<file path="config.mk">
export PLATFORM = sky130hd
export DESIGN_NAME = univ_shift_register_n
export DESIGN_NICKNAME = d
export VERILOG_FILES = /design/src/rtl/univ_shift_register_n.sv
export SDC_FILE = /design/constraint.sdc
export NUM_CORES = 1
export LEC_CHECK = 0
export CAP_MARGIN = 10
export CORE_MARGIN = 10
export CORE_UTILIZATION = 40
export CTS_BUF_LIST = sky130_fd_sc_hd__clkbuf_8 sky130_fd_sc_hd__clkbuf_16
export CTS_CLUSTER_DIAMETER = 120
export DETAILED_ROUTE_END_ITERATION = 10
export GPL_ROUTABILITY_DRIVEN = 0
export HOLD_SLACK_MARGIN = 0.05
export PLACE_DENSITY = 0.84
export SLEW_MARGIN = 20
export SYNTH_ARGS = -nofsm -noshare
export SYNTH_HDL_FRONTEND = slang
export SYNTH_SLANG_ARGS = --single-unit
</file>
<file path="constraint.sdc">
create_clock -name clk -period 1.5 [get_ports clk]
set_input_delay 0.375 -clock clk [delete_from_list [all_inputs] [get_ports clk]]
set_output_delay 0.375 -clock clk [all_outputs]
set_load 0.02 [all_outputs]
</file>
<file path="src/rtl/univ_shift_register_n.sv">
// Parametrised universal shift register with shift/rotate/load/clear modes
// and frame tracking that pulses once every WIDTH shift operations.
module univ_shift_register_n #(
    parameter int WIDTH = 8
) (
    input  logic                     clk,
    input  logic                     rs,
    input  logic                     en,
    input  logic [2:0]               mode,
    input  logic                     sin_lsb,
    input  logic                     sin_msb,
    input  logic [WIDTH-1:0]         PI,
    output logic [WIDTH-1:0]         PO,
    output logic                     sout_msb,
    output logic                     sout_lsb,
    output logic [$clog2(WIDTH)-1:0] shift_cnt,
    output logic                     frame_done,
    output logic [WIDTH-1:0]         frame_word
);

    localparam int CNT_W = $clog2(WIDTH);
    localparam logic [CNT_W-1:0] LAST = CNT_W'(WIDTH - 1);

    localparam logic [2:0] M_HOLD = 3'b000;
    localparam logic [2:0] M_SL   = 3'b001;
    localparam logic [2:0] M_SR   = 3'b010;
    localparam logic [2:0] M_RL   = 3'b011;
    localparam logic [2:0] M_RR   = 3'b100;
    localparam logic [2:0] M_ASR  = 3'b101;
    localparam logic [2:0] M_LOAD = 3'b110;
    localparam logic [2:0] M_CLR  = 3'b111;

    logic [WIDTH-1:0] next_po;
    logic             is_shift;

    always_comb begin
        next_po  = PO;
        is_shift = 1'b0;
        unique case (mode)
            M_HOLD: next_po = PO;
            M_SL: begin
                next_po  = {PO[WIDTH-2:0], sin_lsb};
                is_shift = 1'b1;
            end
            M_SR: begin
                next_po  = {sin_msb, PO[WIDTH-1:1]};
                is_shift = 1'b1;
            end
            M_RL: begin
                next_po  = {PO[WIDTH-2:0], PO[WIDTH-1]};
                is_shift = 1'b1;
            end
            M_RR: begin
                next_po  = {PO[0], PO[WIDTH-1:1]};
                is_shift = 1'b1;
            end
            M_ASR: begin
                next_po  = {PO[WIDTH-1], PO[WIDTH-1:1]};
                is_shift = 1'b1;
            end
            M_LOAD: next_po = PI;
            M_CLR:  next_po = '0;
            default: next_po = PO;
        endcase
    end

    always_ff @(posedge clk or posedge rs) begin
        if (rs) begin
            PO         <= '0;
            shift_cnt  <= '0;
            frame_done <= 1'b0;
            frame_word <= '0;
        end else begin
            frame_done <= 1'b0;
            if (en) begin
                PO <= next_po;
                if (is_shift) begin
                    if (shift_cnt == LAST) begin
                        shift_cnt  <= '0;
                        frame_done <= 1'b1;
                        frame_word <= next_po;
                    end else begin
                        shift_cnt <= shift_cnt + 1'b1;
                    end
                end else if (mode == M_LOAD || mode == M_CLR) begin
                    // a load or clear abandons the frame without a pulse
                    shift_cnt <= '0;
                end
            end
        end
    end

    assign sout_msb = PO[WIDTH-1];
    assign sout_lsb = PO[0];

endmodule

</file>
==> flow_metrics.env, run 1 <==
export IMPL_critical_path_class="in -> reg"
export IMPL_met1Wirelength_mm=1.48
export IMPL_clockBufferDepth=2
export IMPL_die_width_um=72.9
export IMPL_numCtsBuffers=3
export IMPL_htree_levels=1
export IMPL_drc=0
export IMPL_power_leakage_nw=0.804
export IMPL_ir_worst_vdd_mv=0.948
export IMPL_placementRows=19
export IMPL_ys_flop_type="dfrtp_1"
export IMPL_finalSetupViolCount=0
export IMPL_slowest_delay_ns=0.42
export IMPL_avgSynthCellArea_um2=9.92
export IMPL_synth_distinct_cells=31
export IMPL_stdcell_area_um2=1750
export IMPL_final_nets=187
export IMPL_worst_slack_ns=0.0377
export IMPL_route_met2_wl_mm=1.80
export IMPL_synth_compound_area_frac=0.267
export IMPL_clock_latency_ns=0.26
export IMPL_wire_per_inst_um=19.5
export IMPL_tightest_slew_ns=0.400
export IMPL_critPathSlowestCell="clkdlybuf4s50_1"
export IMPL_yosys_area_share_simple=0.140
export IMPL_die_area_um2=5320
export IMPL_hold_path_class="in -> async"
export IMPL_dpl_cell_count=193
export IMPL_ff2ff_path_depth=6
export IMPL_drv_slew=0
export IMPL_slew_headroom=0.734
export IMPL_power_density_nw_per_um2=1340
export IMPL_start_util=0.414
export IMPL_dpl_worst_slack_ns=-0.686
export IMPL_vias_per_cell=6.24
export IMPL_r2r_end="frame_word[4]"
export IMPL_cap_violations=0
export IMPL_synth_top_family_by_area="compound AO/OA/AOI/OAI gates"
export IMPL_portBuffers=37
export IMPL_die_y_um=72.9
export IMPL_finalCritPeriodShare=0.975
export IMPL_drt_iter0_drc=120
export IMPL_synth_edf_count=0
export IMPL_async_reset_ff_frac=1.00
export IMPL_topRoutingLayerUsed="met4"
export IMPL_fmax_mhz=684
export IMPL_finalPower_mw=2.35
export IMPL_drive_gt1_frac=0.268
export IMPL_antennaDiodeCount=0
export IMPL_whs_ns=0.446
export IMPL_wirelength_mm=3.88
export IMPL_cts_tree="done"
export IMPL_synthesis_nets=131
export IMPL_ys_seq_area_frac=0.446
export IMPL_num_io_pins=38
export IMPL_crit_required_ns=1.64
export IMPL_syn_to_final_growth_pct=56.3
export IMPL_crit_path_start_kind="input pin"
export IMPL_placed_area_um2=1670
export IMPL_clock_sinks=20
export IMPL_synth_area_um2=1120
export IMPL_vias=1241
export IMPL_crit_buf_inv=1
export IMPL_finalClockSkew_ns=0.00387
export IMPL_clk_pin_slew_ns=0.08
export IMPL_grt_pass1_vias=1240
export IMPL_cts_root_buffer="clkbuf_8"
export IMPL_r2r_start="shift_cnt[1]"
export IMPL_status="finished, final reports clean"
export IMPL_syn_inst=113
export IMPL_met3_length_um=517
export IMPL_path_cells="clkdlybuf4s50_1, mux2_2, a222oi_1, o21ai_0"
export IMPL_grt_antenna_before_repair=0
export IMPL_fin_cells=199
export IMPL_crit_family="compound AO/OA/AOI/OAI gates"
export IMPL_arrival_ns=1.60
export IMPL_rsz0062_at_grt="yes"
export IMPL_crit_fanout=2
export IMPL_worstSetupPathDepth=4
export IMPL_firstDrtPassIters=7
export IMPL_ys_seq_elements=20
export IMPL_yosysWarnings=0
export IMPL_grtUsageTotal=0.146
export IMPL_r2r_slack_ns=0.04
export IMPL_grt_pass1_wl_mm=6.27
export IMPL_hpwlAfterDp_mm=2.85
export IMPL_drtAntennaViolNets=0
export IMPL_fin_crit_ns=1.46
export IMPL_finalHoldViolCount=0
export IMPL_overflow=0
export IMPL_core_um2=2710
export IMPL_grt_max_degree=21
export IMPL_cp_end_kind="register"
export IMPL_synthAdderAreaFrac=0.0223
export IMPL_synthMuxAreaShare=0.0491
export IMPL_synth_xor_area_frac=0.00781
-- layer usage --
layer | up-vias | track usage
met3 | 11 | 0.0585
li1 | 550 | -
met4 | 0 | 0.0591
met1 | 576 | 0.181
met5 | - | 0
met2 | 104 | 0.220
-- repair_timing --
action	in CTS	in global routing
gates resized for setup	29	6
hold buffers	0	0
buffers inserted	1	1
pin swaps	1	1
setup endpoints to repair	40	10
gates cloned	0	0
-- cells by family (layout without fill, tap and decap cells) --
kind of cell / count (synthesis) / count (layout)
buffers and inverters: 12 / 67
XOR/XNOR: 1 / 1
adder cells (fa/ha/maj): 2 / 2
multiplexers: 5 / 5
flip-flops: 20 / 20
AO/OA/AOI/OAI: 44 / 44
AND/OR/NAND/NOR: 29 / 29
-- Yosys cell counts (3+ instances only) --
| cell | n | area (um2) |
|---|---|---|
| buf_4 | 4 | 30.0 |
| nor2_1 | 6 | 22.5 |
| a21oi_1 | 5 | 25.0 |
| clkbuf_1 | 3 | 11.3 |
| o21ai_0 | 8 | 40.0 |
| nand2_1 | 9 | 33.8 |
| a32oi_1 | 5 | 43.8 |
| a31oi_1 | 16 | 100 |
| dfrtp_1 | 20 | 500 |
| nor2b_1 | 3 | 18.8 |
| mux2_2 | 4 | 45.0 |
| a222oi_1 | 4 | 40.0 |
-- state kept, by name, summed over array words and instances (netlist names) --
name,cells
PO,8
frame_word,8
shift_cnt,3
frame_done,1
-- worst reg2reg max path, cell delays in order, from the launching register on --
cell and delay (ns):
dfrtp_2 0.44, ha_4 0.17, ha_4 0.15, and2_4 0.15, buf_4 0.15, a31oi_1 0.20, a31oi_1 0.07
-- placed cells by master (no fill, tap or decap), types with 3 or more instances in the layout --
| cell | instances |
|---|---|
| a21oi_1 | 4 |
| a222oi_1 | 4 |
| a31oi_1 | 14 |
| a32oi_1 | 5 |
| buf_4 | 23 |
| clkbuf_8 | 3 |
| clkdlybuf4s50_1 | 12 |
| dfrtp_1 | 18 |
| dlygate4sd2_1 | 22 |
| mux2_2 | 4 |
| nand2_1 | 9 |
| nor2_1 | 6 |
| o21ai_0 | 8 |
-- power by group --
part	internal (mW)	leakage, nW	switching (mW)
Combinational	0.440	0.514	0.539
Sequential	0.688	0.254	0.130
Clock	0.357	0.0357	0.193
-- final cells by class --
type                       instances  area (um2)
tap                               31        38.8
clock inverter                     1        30.0
multi-input combinational         81         603
sequential                        20         503
timing repair buffer              61         528
clock buffer                       3        41.3
inverter                           2        7.51
fill                             219         958
-- worst max path at each step --
stage / from / endpoint / slack (ns)
floorplan: shift_cnt[1] / frame_word[0] / -0.03
detailed placement: mode[2] / PO[6] / -0.69
finish: PI[1] / PO[1] / 0.04
CTS: PO[7] / PO[7] / 0.04
global placement: mode[2] / PO[6] / -0.57
global route: shift_cnt[1] / frame_word[5] / -0.01
-- metrics by stage --
| stage | TNS, ns | util |
|---|---|---|
| 2_1_floorplan | -0.0318 | - |
| 3_3_place_gp | -8.68 | 0.614 |
| 3_5_place_dp | -10.19 | 0.614 |
| 4_1_cts | 0 | 0.636 |
| 5_1_grt | -0.0306 | 0.646 |
| 6_report | 0 | 0.646 |
Power figures use the tool's default switching activity.
==> run 2: changes to the inputs <==
--- a/config.mk
+++ b/config.mk
@@ -10,6 +10,7 @@
 export CORE_UTILIZATION = 40
 export CTS_BUF_LIST = sky130_fd_sc_hd__clkbuf_8 sky130_fd_sc_hd__clkbuf_16
 export CTS_CLUSTER_DIAMETER = 120
+export CTS_CLUSTER_SIZE = 12
 export DETAILED_ROUTE_END_ITERATION = 10
 export GPL_ROUTABILITY_DRIVEN = 0
 export HOLD_SLACK_MARGIN = 0.05
==> results of run 2 <==
The final DEF is identical to that of run 1; final timing and power are the same.
==> run 3: changes to the inputs <==
--- a/config.mk
+++ b/config.mk
@@ -14,6 +14,7 @@
 export DETAILED_ROUTE_END_ITERATION = 10
 export GPL_ROUTABILITY_DRIVEN = 0
 export HOLD_SLACK_MARGIN = 0.05
+export MAX_ROUTING_LAYER = met4
 export PLACE_DENSITY = 0.84
 export SLEW_MARGIN = 20
 export SYNTH_ARGS = -nofsm -noshare
==> run 3 against run 2 <==
Effect of this change: core utilization stayed put; register-to-register slack about the same; global-route usage is 0.41 points higher; sequential share of layout area is the same; worst hold slack is essentially flat; final cell count is the same; total power about the same; via count about the same; final area did not move; critical path depth increased by 1; setup slack improved by 0.0063 ns; critical endpoint is now PO[6]; largest cell class unchanged.
==> flow_metrics.env, run 3 (synthesis gave the netlist of run 1 again) <==
export IMPL_die_y_um=72.9
export IMPL_arrival_ns=1.60
export IMPL_cp_startpoint="PI[6]"
export IMPL_r2r_start="shift_cnt[1]"
export IMPL_die_area_um2=5320
export IMPL_fin_cells=199
export IMPL_grt_antenna_before_repair=0
export IMPL_drtAntennaViolNets=0
export IMPL_placementRows=19
export IMPL_start_util=0.414
export IMPL_power_leakage_nw=0.804
export IMPL_crit_path_start_kind="input pin"
export IMPL_finalSetupTns_ns=0
export IMPL_fmax_mhz=687
export IMPL_overflow=0
export IMPL_rsz0062_at_grt="yes"
export IMPL_worst_slack_ns=0.0440
export IMPL_ff2ff_path_depth=6
export IMPL_cts_root_buffer="clkbuf_8"
export IMPL_utilization=0.646
export IMPL_crit_fanout=2
export IMPL_grt_pass1_wl_mm=6.25
export IMPL_power_density_nw_per_um2=1340
export IMPL_finalSetupViolCount=0
export IMPL_slew_headroom=0.742
export IMPL_clockBufferDepth=2
export IMPL_htree_levels=1
export IMPL_antennaDiodeCount=0
export IMPL_drt_iter0_drc=119
export IMPL_vias_per_cell=6.24
export IMPL_drive_gt1_frac=0.268
export IMPL_tightest_slew_ns=0.386
export IMPL_clk_pin_slew_ns=0.08
export IMPL_grt_max_degree=21
export IMPL_drc=0
export IMPL_ir_worst_vdd_mv=0.946
export IMPL_placed_area_um2=1670
export IMPL_cts_tree="done"
export IMPL_critical_path_class="in -> reg"
export IMPL_cap_violations=0
export IMPL_clock_latency_ns=0.26
export IMPL_final_nets=187
export IMPL_r2r_slack_ns=0.05
export IMPL_r2r_end="frame_word[4]"
export IMPL_drv_slew=0
export IMPL_top_regs="PO (8), frame_word (8), shift_cnt (3)"
export IMPL_grtUsageTotal=0.150
export IMPL_final_cell_mix="buf_4 (23), dlygate4sd2_1 (22), dfrtp_1 (18)"
export IMPL_stdcell_area_um2=1750
export IMPL_vias=1242
export IMPL_mostFrequentLayoutCell="buf_4"
export IMPL_finalCritPeriodShare=0.971
export IMPL_hold_path_class="in -> async"
export IMPL_hpwlAfterDp_mm=2.85
export IMPL_clock_sinks=20
export IMPL_cp_end_kind="register"
export IMPL_dpl_cell_count=193
export IMPL_numCtsBuffers=3
export IMPL_crit_required_ns=1.65
export IMPL_wire_per_inst_um=19.5
export IMPL_status="finished, final reports clean"
export IMPL_finalHoldViolCount=0
export IMPL_die_width_um=72.9
export IMPL_portBuffers=37
export IMPL_syn_to_final_growth_pct=56.3
export IMPL_firstDrtPassIters=5
export IMPL_dpl_worst_slack_ns=-0.686
export IMPL_num_io_pins=38
export IMPL_crit_end="PO[6]"
export IMPL_finalClockSkew_ns=0.00307
export IMPL_wirelength_mm=3.88
export IMPL_fin_crit_ns=1.46
export IMPL_core_um2=2710
export IMPL_grt_pass1_vias=1243
## run 3: layout make-up
cell class              count  area (um2)
clock buffers               3        41.3
clock inverters             1        30.0
inverters                   2        7.51
well taps                  31        38.8
flip-flops and latches     20         503
fillers                   219         958
multi-input cells          81         603
repair buffers             61         528
## run 3: worst min path at each step
| stage | start | cells after the start | end |
|---|---|---|---|
| floorplan | rs | 1 | PO[0] |
| detailed placement | frame_word[3] | 2 | frame_word[3] |
| global placement | frame_word[6] | 2 | frame_word[6] |
| global route | rs | 3 | frame_done |
| finish | rs | 3 | frame_done |
| CTS | rs | 3 | frame_done |
## run 3: where the power goes
group          switching (mW)  internal, mW
combinational           0.538         0.440
clock                   0.194         0.357
sequential              0.131         0.687
## run 3: through the flow
| step | hold slack (ns) | total power, mW |
|---|---|---|
| 6_report | 0.446 | 2.35 |
| 5_1_grt | 0.482 | 2.45 |
| 4_1_cts | 0.457 | 2.32 |
| 3_5_place_dp | 0.536 | 1.88 |
| 3_3_place_gp | 0.510 | 1.84 |
| 2_1_floorplan | 0.339 | 1.34 |
## run 3: repair_timing
action | 4_1_cts | 5_1_grt
buffers inserted | 1 | 1
endpoints found under the setup margin | 40 | 10
hold buffers | 0 | 0
pin swaps | 1 | 1
gates resized for setup | 29 | 6
## run 3: worst max-delay path, stage by stage
cell and delay (ns):
clkdlybuf4s50_1 0.40, mux2_2 0.26, a222oi_1 0.31, buf_4 0.19
o21ai_0 0.07
## run 3: metal layers
| layer | global-route usage | routed length (um) | up-vias |
|---|---|---|---|
| met3 | 0.0286 | 376 | 11 |
| met2 | 0.220 | 1790 | 105 |
| met5 | - | 0 | - |
| met1 | 0.199 | 1640 | 577 |
| met4 | 0.0591 | 78 | 0 |
| li1 | - | - | 549 |
